===== config.mk =====
export PLATFORM = sky130hd
export DESIGN_NAME = sw_display_scan
export DESIGN_NICKNAME = d
export VERILOG_FILES = /design/src/rtl/sw_disp_pkg.sv /design/src/rtl/bcd_to_seg7.sv /design/src/rtl/sw_display_scan.sv
export SDC_FILE = /design/constraint.sdc
export NUM_CORES = 1
export LEC_CHECK = 0
export ABC_AREA = 0
export BUFFER_PORTS_ARGS = -buffer_cell sky130_fd_sc_hd__clkbuf_2
export CORE_UTILIZATION = 40
export DETAILED_ROUTE_END_ITERATION = 10
export PLACE_DENSITY = 0.72
export SLEW_MARGIN = 0
export SYNTH_ARGS = -nofsm -noshare
export SYNTH_HDL_FRONTEND = slang
export SYNTH_HIERARCHICAL = 1
export SYNTH_SLANG_ARGS = --single-unit

===== constraint.sdc =====
create_clock -name clk -period 6.8 [get_ports clk]
set_input_delay 0.34 -clock clk [delete_from_list [all_inputs] [get_ports clk]]
set_output_delay 0.34 -clock clk [all_outputs]
set_load 0.02 [all_outputs]

===== src/rtl/sw_disp_pkg.sv =====
// Shared types and constants for the stopwatch display scanner.
package sw_disp_pkg;

  typedef enum logic [1:0] {
    LIVE     = 2'd0,
    LAP_AUTO = 2'd1,
    LAP_PIN  = 2'd2
  } view_t;

  localparam logic [6:0] SEG_BLANK = 7'h7F;

  // Active-low {g,f,e,d,c,b,a} glyphs for digits 9 down to 0.
  localparam logic [9:0][6:0] GLYPH = {
    7'h10, 7'h00, 7'h78, 7'h02, 7'h12,
    7'h19, 7'h30, 7'h24, 7'h79, 7'h40
  };

  localparam logic [2:0] IDX_MS1  = 3'd0;
  localparam logic [2:0] IDX_MS10 = 3'd1;
  localparam logic [2:0] IDX_S1   = 3'd2;
  localparam logic [2:0] IDX_S10  = 3'd3;
  localparam logic [2:0] IDX_M1   = 3'd4;
  localparam logic [2:0] IDX_M10  = 3'd5;

  localparam logic [5:0] DP_MASK = 6'b010100;

  function automatic logic [5:0] anode_low(input logic [2:0] idx);
    anode_low = ~(6'b000001 << idx);
  endfunction

endpackage


===== src/rtl/bcd_to_seg7.sv =====
// Combinational BCD to active-low 7-segment decoder; codes above 9 and the
// blank input both produce a dark digit.
module bcd_to_seg7
  import sw_disp_pkg::*;
(
  input  logic [3:0] bcd,
  input  logic       blank,
  output logic [6:0] seg
);

  always_comb begin
    seg = SEG_BLANK;
    if (blank) begin
      seg = SEG_BLANK;
    end else if (bcd <= 4'd9) begin
      seg = GLYPH[bcd];
    end else begin
      seg = SEG_BLANK;
    end
  end

endmodule


===== src/rtl/sw_display_scan.sv =====
// Multiplexes live or lap BCD time onto a 6-digit common-anode display.
// Optional build macro SW_DISP_LEAD_BLANK_EN blanks leading zero minute digits.
module sw_display_scan
  import sw_disp_pkg::*;
#(
  parameter int SCAN_DIV        = 8,
  parameter int LAP_HOLD_FRAMES = 16
) (
  input  logic        clk,
  input  logic        rst,
  input  logic [23:0] cur_digits,
  input  logic [23:0] lap_digits,
  input  logic        btn_view,
  output logic [5:0]  an,
  output logic [6:0]  seg,
  output logic        dp,
  output logic        view_lap
);

  localparam int CW = $clog2(SCAN_DIV);
  localparam int HW = $clog2(LAP_HOLD_FRAMES + 1);
  localparam logic [CW-1:0] CNT_LAST  = CW'(SCAN_DIV - 1);
  localparam logic [HW-1:0] HOLD_LOAD = HW'(LAP_HOLD_FRAMES);

  logic [CW-1:0] cnt;
  logic [2:0]    idx;
  logic [2:0]    idx_nx;
  logic [23:0]   snap;
  logic [23:0]   snap_nx;
  logic [23:0]   lap_prev;
  logic          btn_prev;
  view_t         state;
  view_t         state_nx;
  logic [HW-1:0] hold;
  logic [HW-1:0] hold_nx;
  logic          view_lap_nx;
  logic          slot_tick;
  logic          frame_tick;
  logic          btn_rise;
  logic          lap_chg;
  logic          lap_zero;
  logic [3:0]    nib;
  logic          blank;
  logic          dp_nx;
  logic [6:0]    seg_dec;

  assign slot_tick  = (cnt == CNT_LAST);
  assign frame_tick = slot_tick && (idx == IDX_M10);
  assign idx_nx     = (idx == IDX_M10) ? IDX_MS1 : idx + 3'd1;
  assign btn_rise   = btn_view & ~btn_prev;
  assign lap_chg    = (lap_digits != lap_prev);
  assign lap_zero   = (lap_digits == 24'd0);

  // The frame snapshot follows the view the FSM is moving into, so the first
  // digit of a new frame already shows the newly selected source.
  assign snap_nx = frame_tick ? (view_lap_nx ? lap_digits : cur_digits) : snap;
  assign nib     = snap_nx[{idx_nx, 2'b00} +: 4];

`ifdef SW_DISP_LEAD_BLANK_EN
  logic lead5;
  logic lead4;
  assign lead5 = (snap_nx[23:20] == 4'd0);
  assign lead4 = lead5 && (snap_nx[19:16] == 4'd0);
  assign blank = ((idx_nx == IDX_M10) && lead5) || ((idx_nx == IDX_M1) && lead4);
`else
  assign blank = 1'b0;
`endif

  assign dp_nx = ~DP_MASK[idx_nx] | blank;

  bcd_to_seg7 u_dec (
    .bcd   (nib),
    .blank (blank),
    .seg   (seg_dec)
  );

  // Scan divider, digit index, frame snapshot and input history.
  always_ff @(posedge clk or posedge rst) begin
    if (rst) begin
      cnt      <= '0;
      idx      <= IDX_MS1;
      snap     <= 24'd0;
      lap_prev <= 24'd0;
      btn_prev <= 1'b0;
    end else begin
      cnt      <= slot_tick ? '0 : cnt + CW'(1);
      lap_prev <= lap_digits;
      btn_prev <= btn_view;
      if (slot_tick) idx <= idx_nx;
      if (frame_tick) snap <= snap_nx;
    end
  end

  // Display drive registers, refreshed once per digit slot.
  always_ff @(posedge clk or posedge rst) begin
    if (rst) begin
      an  <= 6'h3F;
      seg <= SEG_BLANK;
      dp  <= 1'b1;
    end else if (slot_tick) begin
      an  <= anode_low(idx_nx);
      seg <= seg_dec;
      dp  <= dp_nx;
    end
  end

  // View FSM state register.
  always_ff @(posedge clk or posedge rst) begin
    if (rst) begin
      state    <= LIVE;
      hold     <= '0;
      view_lap <= 1'b0;
    end else begin
      state    <= state_nx;
      hold     <= hold_nx;
      view_lap <= view_lap_nx;
    end
  end

  // View FSM next state: zero-lap clear beats the button, which beats a lap capture.
  always_comb begin
    state_nx = state;
    hold_nx  = hold;
    if (lap_chg && lap_zero) begin
      state_nx = LIVE;
      hold_nx  = '0;
    end else if (btn_rise) begin
      case (state)
        LIVE:     state_nx = LAP_PIN;
        LAP_AUTO: begin
          state_nx = LAP_PIN;
          hold_nx  = '0;
        end
        LAP_PIN:  state_nx = LIVE;
        default:  begin
          state_nx = LIVE;
          hold_nx  = '0;
        end
      endcase
    end else if (lap_chg) begin
      if (state != LAP_PIN) begin
        state_nx = LAP_AUTO;
        hold_nx  = HOLD_LOAD;
      end else begin
        state_nx = LAP_PIN;
      end
    end else if ((state == LAP_AUTO) && frame_tick) begin
      if (hold <= HW'(1)) begin
        state_nx = LIVE;
        hold_nx  = '0;
      end else begin
        hold_nx = hold - HW'(1);
      end
    end else begin
      state_nx = state;
    end
  end

  // View FSM output.
  always_comb begin
    view_lap_nx = (state_nx != LIVE);
  end

endmodule


==> flow_summary.yaml <==
power:
  p_leak_nw: 2.15
  p_sw_frac: 0.300
  irDropWorstVdd_mv: 0.133
  power_per_cell_area_nw_per_um2: 235
  power_frac_comb: 0.184
  power_switching_uw: 324
  p_clk_frac: 0.328
  internal_power_uw: 755
  seqPwrFrac: 0.488
logic_synthesis:
  synth_seq_cells: 77
  yosys-top-cells-area: "dfrtp_1 40%, dfstp_2 9.3%, xor2_1 5.5%, mux2i_1 4.0%, nand2_1 3.9%"
  ys.flop_type: "dfrtp_1"
  syn-cell-area_sq_um: 3970
  yosysUniqueCellTypes: 52
  syn-mean-instance-area_sq_um: 10.4
  yosysTopAreaCellShare: 0.398
  synthArstFlopShare: 1.00
  synth_commonest_cells: "63 x dfrtp_1, 41 x nand2_1, 26 x nor2_1"
  synth_top_area_cell: "dfrtp_1"
  synth-edff-count: 0
  synth_nets: 441
  yosysMostFrequentCell: "dfrtp_1"
  synth_warnings: 6
  yosysSeqAreaShare: 0.490
  synthesis.instances: 381
placed_design:
  dp_hpwl_microns: 6910
  io_buffers: 65
  place.gp.congestion: 0.864
route:
  first_pass_iters: 4
  vias_per_cell: 5.47
  drtIter0Drc: 199
  ant_nets: 0
  routedWlPerCell_microns: 16.5
  post-route-drc-count: 0
  wl_microns: 9490
  vias: 3147
cts:
  clk_latency_ns: 0.35
  clk_pin_slew_ns: 0.09
  h-tree-depth: 3
  cts_sinks: 77
  post_cts_buffers: 0
  tritoncts: "yes"
  cts.path.max_buffers: 2
  cts_made_buffers: 9
  ctsHoldBuffers: 0
  post_cts_resized: 0
  cts_root_buf: "clkbuf_8"
sta:
  fin_tns_setup_ns: 0
  max_freq_ghz: 0.239
  worst_pin_slew_ns: 0.984
  maxSlewViolCount: 0
  max-slew-margin-rel: 0.339
  period_needed_ns: 4.18
  min_period_over_period: 0.615
  hold_slack_ns: 0.119
  clock_skew_ns: 0.0147
  rsz0062_at_grt: "no"
  setup_viol: 0
  final-hold-violation-count: 0
setup_path:
  r2r_cells: 13
  worst-path-max-fanout: 36
  path_class: "register to register"
  ff2ff_setup_slack_ns: 2.62
  reg2reg_from: "cnt[0]"
  end_kind: "register"
  cp.arrival_ns: 4.47
  worstPathRequired_ns: 7.09
  rr_endpoint: "seg[4]"
  start_kind: "register"
floorplan:
  pin_count: 66
  initial_core_util: 0.421
  core.rowCount: 35
  die-area_sq_um: 10300
  die_x_microns: 102
  die_h_microns: 102
  coreArea_sq_um: 9420
final_layout:
  drive_gt1_frac: 0.271
  nFillCells: 880
  nets: 501
  diodes: 0
  area_delta_synth_final_pct: 15.8
global_routing:
  grt_remaining_overflow: 0
  antenna_found_initial: 0
  busiest_layer: "met2"
  gr-usage-met3: 0.0345
  use_met1: 0.271
  grt_max_degree: 78
  track_usage: 0.201
  grt_pass1_wl_microns: 15600
  use_met2: 0.320
  grt_pass1_vias: 3018
worst_hold_path:
  hp-start: "btn_view"
  hold-path-endpoint: "btn_prev"
  hold-path-cell-count: 1
  hp-class: "input pin to register"
outcome:
  status: "finished, final reports clean"
run:
  max-cap-violations: 0
[layout by cell type (no fill, tap or decap), types with 8 or more instances in the layout]
cell type / netlist / layout
a21oi_1: 13 / 13
nor2_1: 26 / 26
clkbuf_8: 0 / 9
mux2i_1: 16 / 16
o21ai_0: 15 / 15
inv_1: 11 / 10
a31oi_1: 11 / 11
nand4_1: 12 / 12
o21ai_1: 8 / 8
nand2_1: 41 / 41
ha_1: 9 / 9
a311oi_1: 8 / 8
nor2b_1: 8 / 8
xor2_1: 25 / 25
mux2_2: 8 / 8
clkbuf_2: 0 / 65
dfstp_2: 14 / 14
nor4_1: 8 / 8
dfrtp_1: 63 / 63
o31ai_1: 9 / 9
[worst max path at each step]
stage                 from     end  slack, ns  depth (start not counted)
floorplan           cnt[0]  seg[4]       3.54                         14
global placement    cnt[0]  seg[3]       2.83                         16
detailed placement  cnt[0]  seg[4]       2.65                         13
CTS                 cnt[0]  seg[4]       2.63                         13
global route        cnt[0]  seg[4]       2.30                         13
finish              cnt[0]  seg[4]       2.62                         13
[worst max-delay path, cell delays in order (launching register included)]
cell and delay, ns:
dfrtp_1 0.36, ha_1 0.15, ha_1 0.13, buf_4 0.28
nand4b_4 0.44, o31ai_2 0.41, nand2_1 0.15, or3_1 0.46
nand4_1 0.19, a41oi_2 0.13, a311oi_1 0.81, nand2b_1 0.23
o211ai_1 0.10, mux2_2 0.28
[final cells by class]
cell class	count	area (sq um)	share of cell area
Sequential cell	77	1940	0.423
Multi-Input combinational cell	272	1880	0.410
Timing Repair Buffer	70	363	0.0790
Tap cell	129	161	0.0351
Clock buffer	10	128	0.0278
Clock inverter	6	71.3	0.0155
Inverter	11	41.3	0.00899
[per-layer routing]
metal | wire (microns) | part of all wire | vias up
met5 | 0 | 0 | -
met4 | 237 | 0.025 | 0
met3 | 583 | 0.061 | 21
met2 | 4440 | 0.47 | 114
met1 | 4230 | 0.45 | 1517
li1 | - | - | 1495
[metrics by stage]
stage	instance area, sq um	total power, mW	setup WS (ns)	utilization	std cells
finish	4590	1.08	2.62	0.488	575
global route	4590	1.14	2.30	0.488	575
CTS	4590	1.09	2.63	0.488	575
detailed placement	4390	0.734	2.65	0.467	559
global placement	4390	0.726	2.83	0.467	559
floorplan	3970	0.670	3.54	-	381
[cell families after synthesis]
| kind of cell | count (synthesis) | share of synthesized area |
|---|---|---|
| simple gates | 119 | 0.159 |
| compound gates | 94 | 0.167 |
| flops | 77 | 0.490 |
| buf+inv | 32 | 0.0360 |
| xor+xnor | 25 | 0.0552 |
| mux | 24 | 0.0631 |
| fa+ha+maj | 9 | 0.0284 |
| other cells | 1 | 0.000946 |
[state kept, by name, summed over array words and instances, names as in the netlist]
register,cells
view_lap,1
an,6
seg,7
lap_prev,24
snap,24
state,2
hold,5
btn_prev,1
cnt,3
dp,1
idx,3
[power by group through the flow]
| stage | Sequential (mW) | Combinational, mW | Clock (mW) |
|---|---|---|---|
| finish | 0.527 | 0.199 | 0.354 |
| global route | 0.532 | 0.221 | 0.383 |
| CTS | 0.526 | 0.200 | 0.361 |
| detailed placement | 0.535 | 0.199 | 0 |
| global placement | 0.534 | 0.193 | 0 |
| floorplan | 0.536 | 0.134 | 0 |
(Power assumes the default switching activity.)
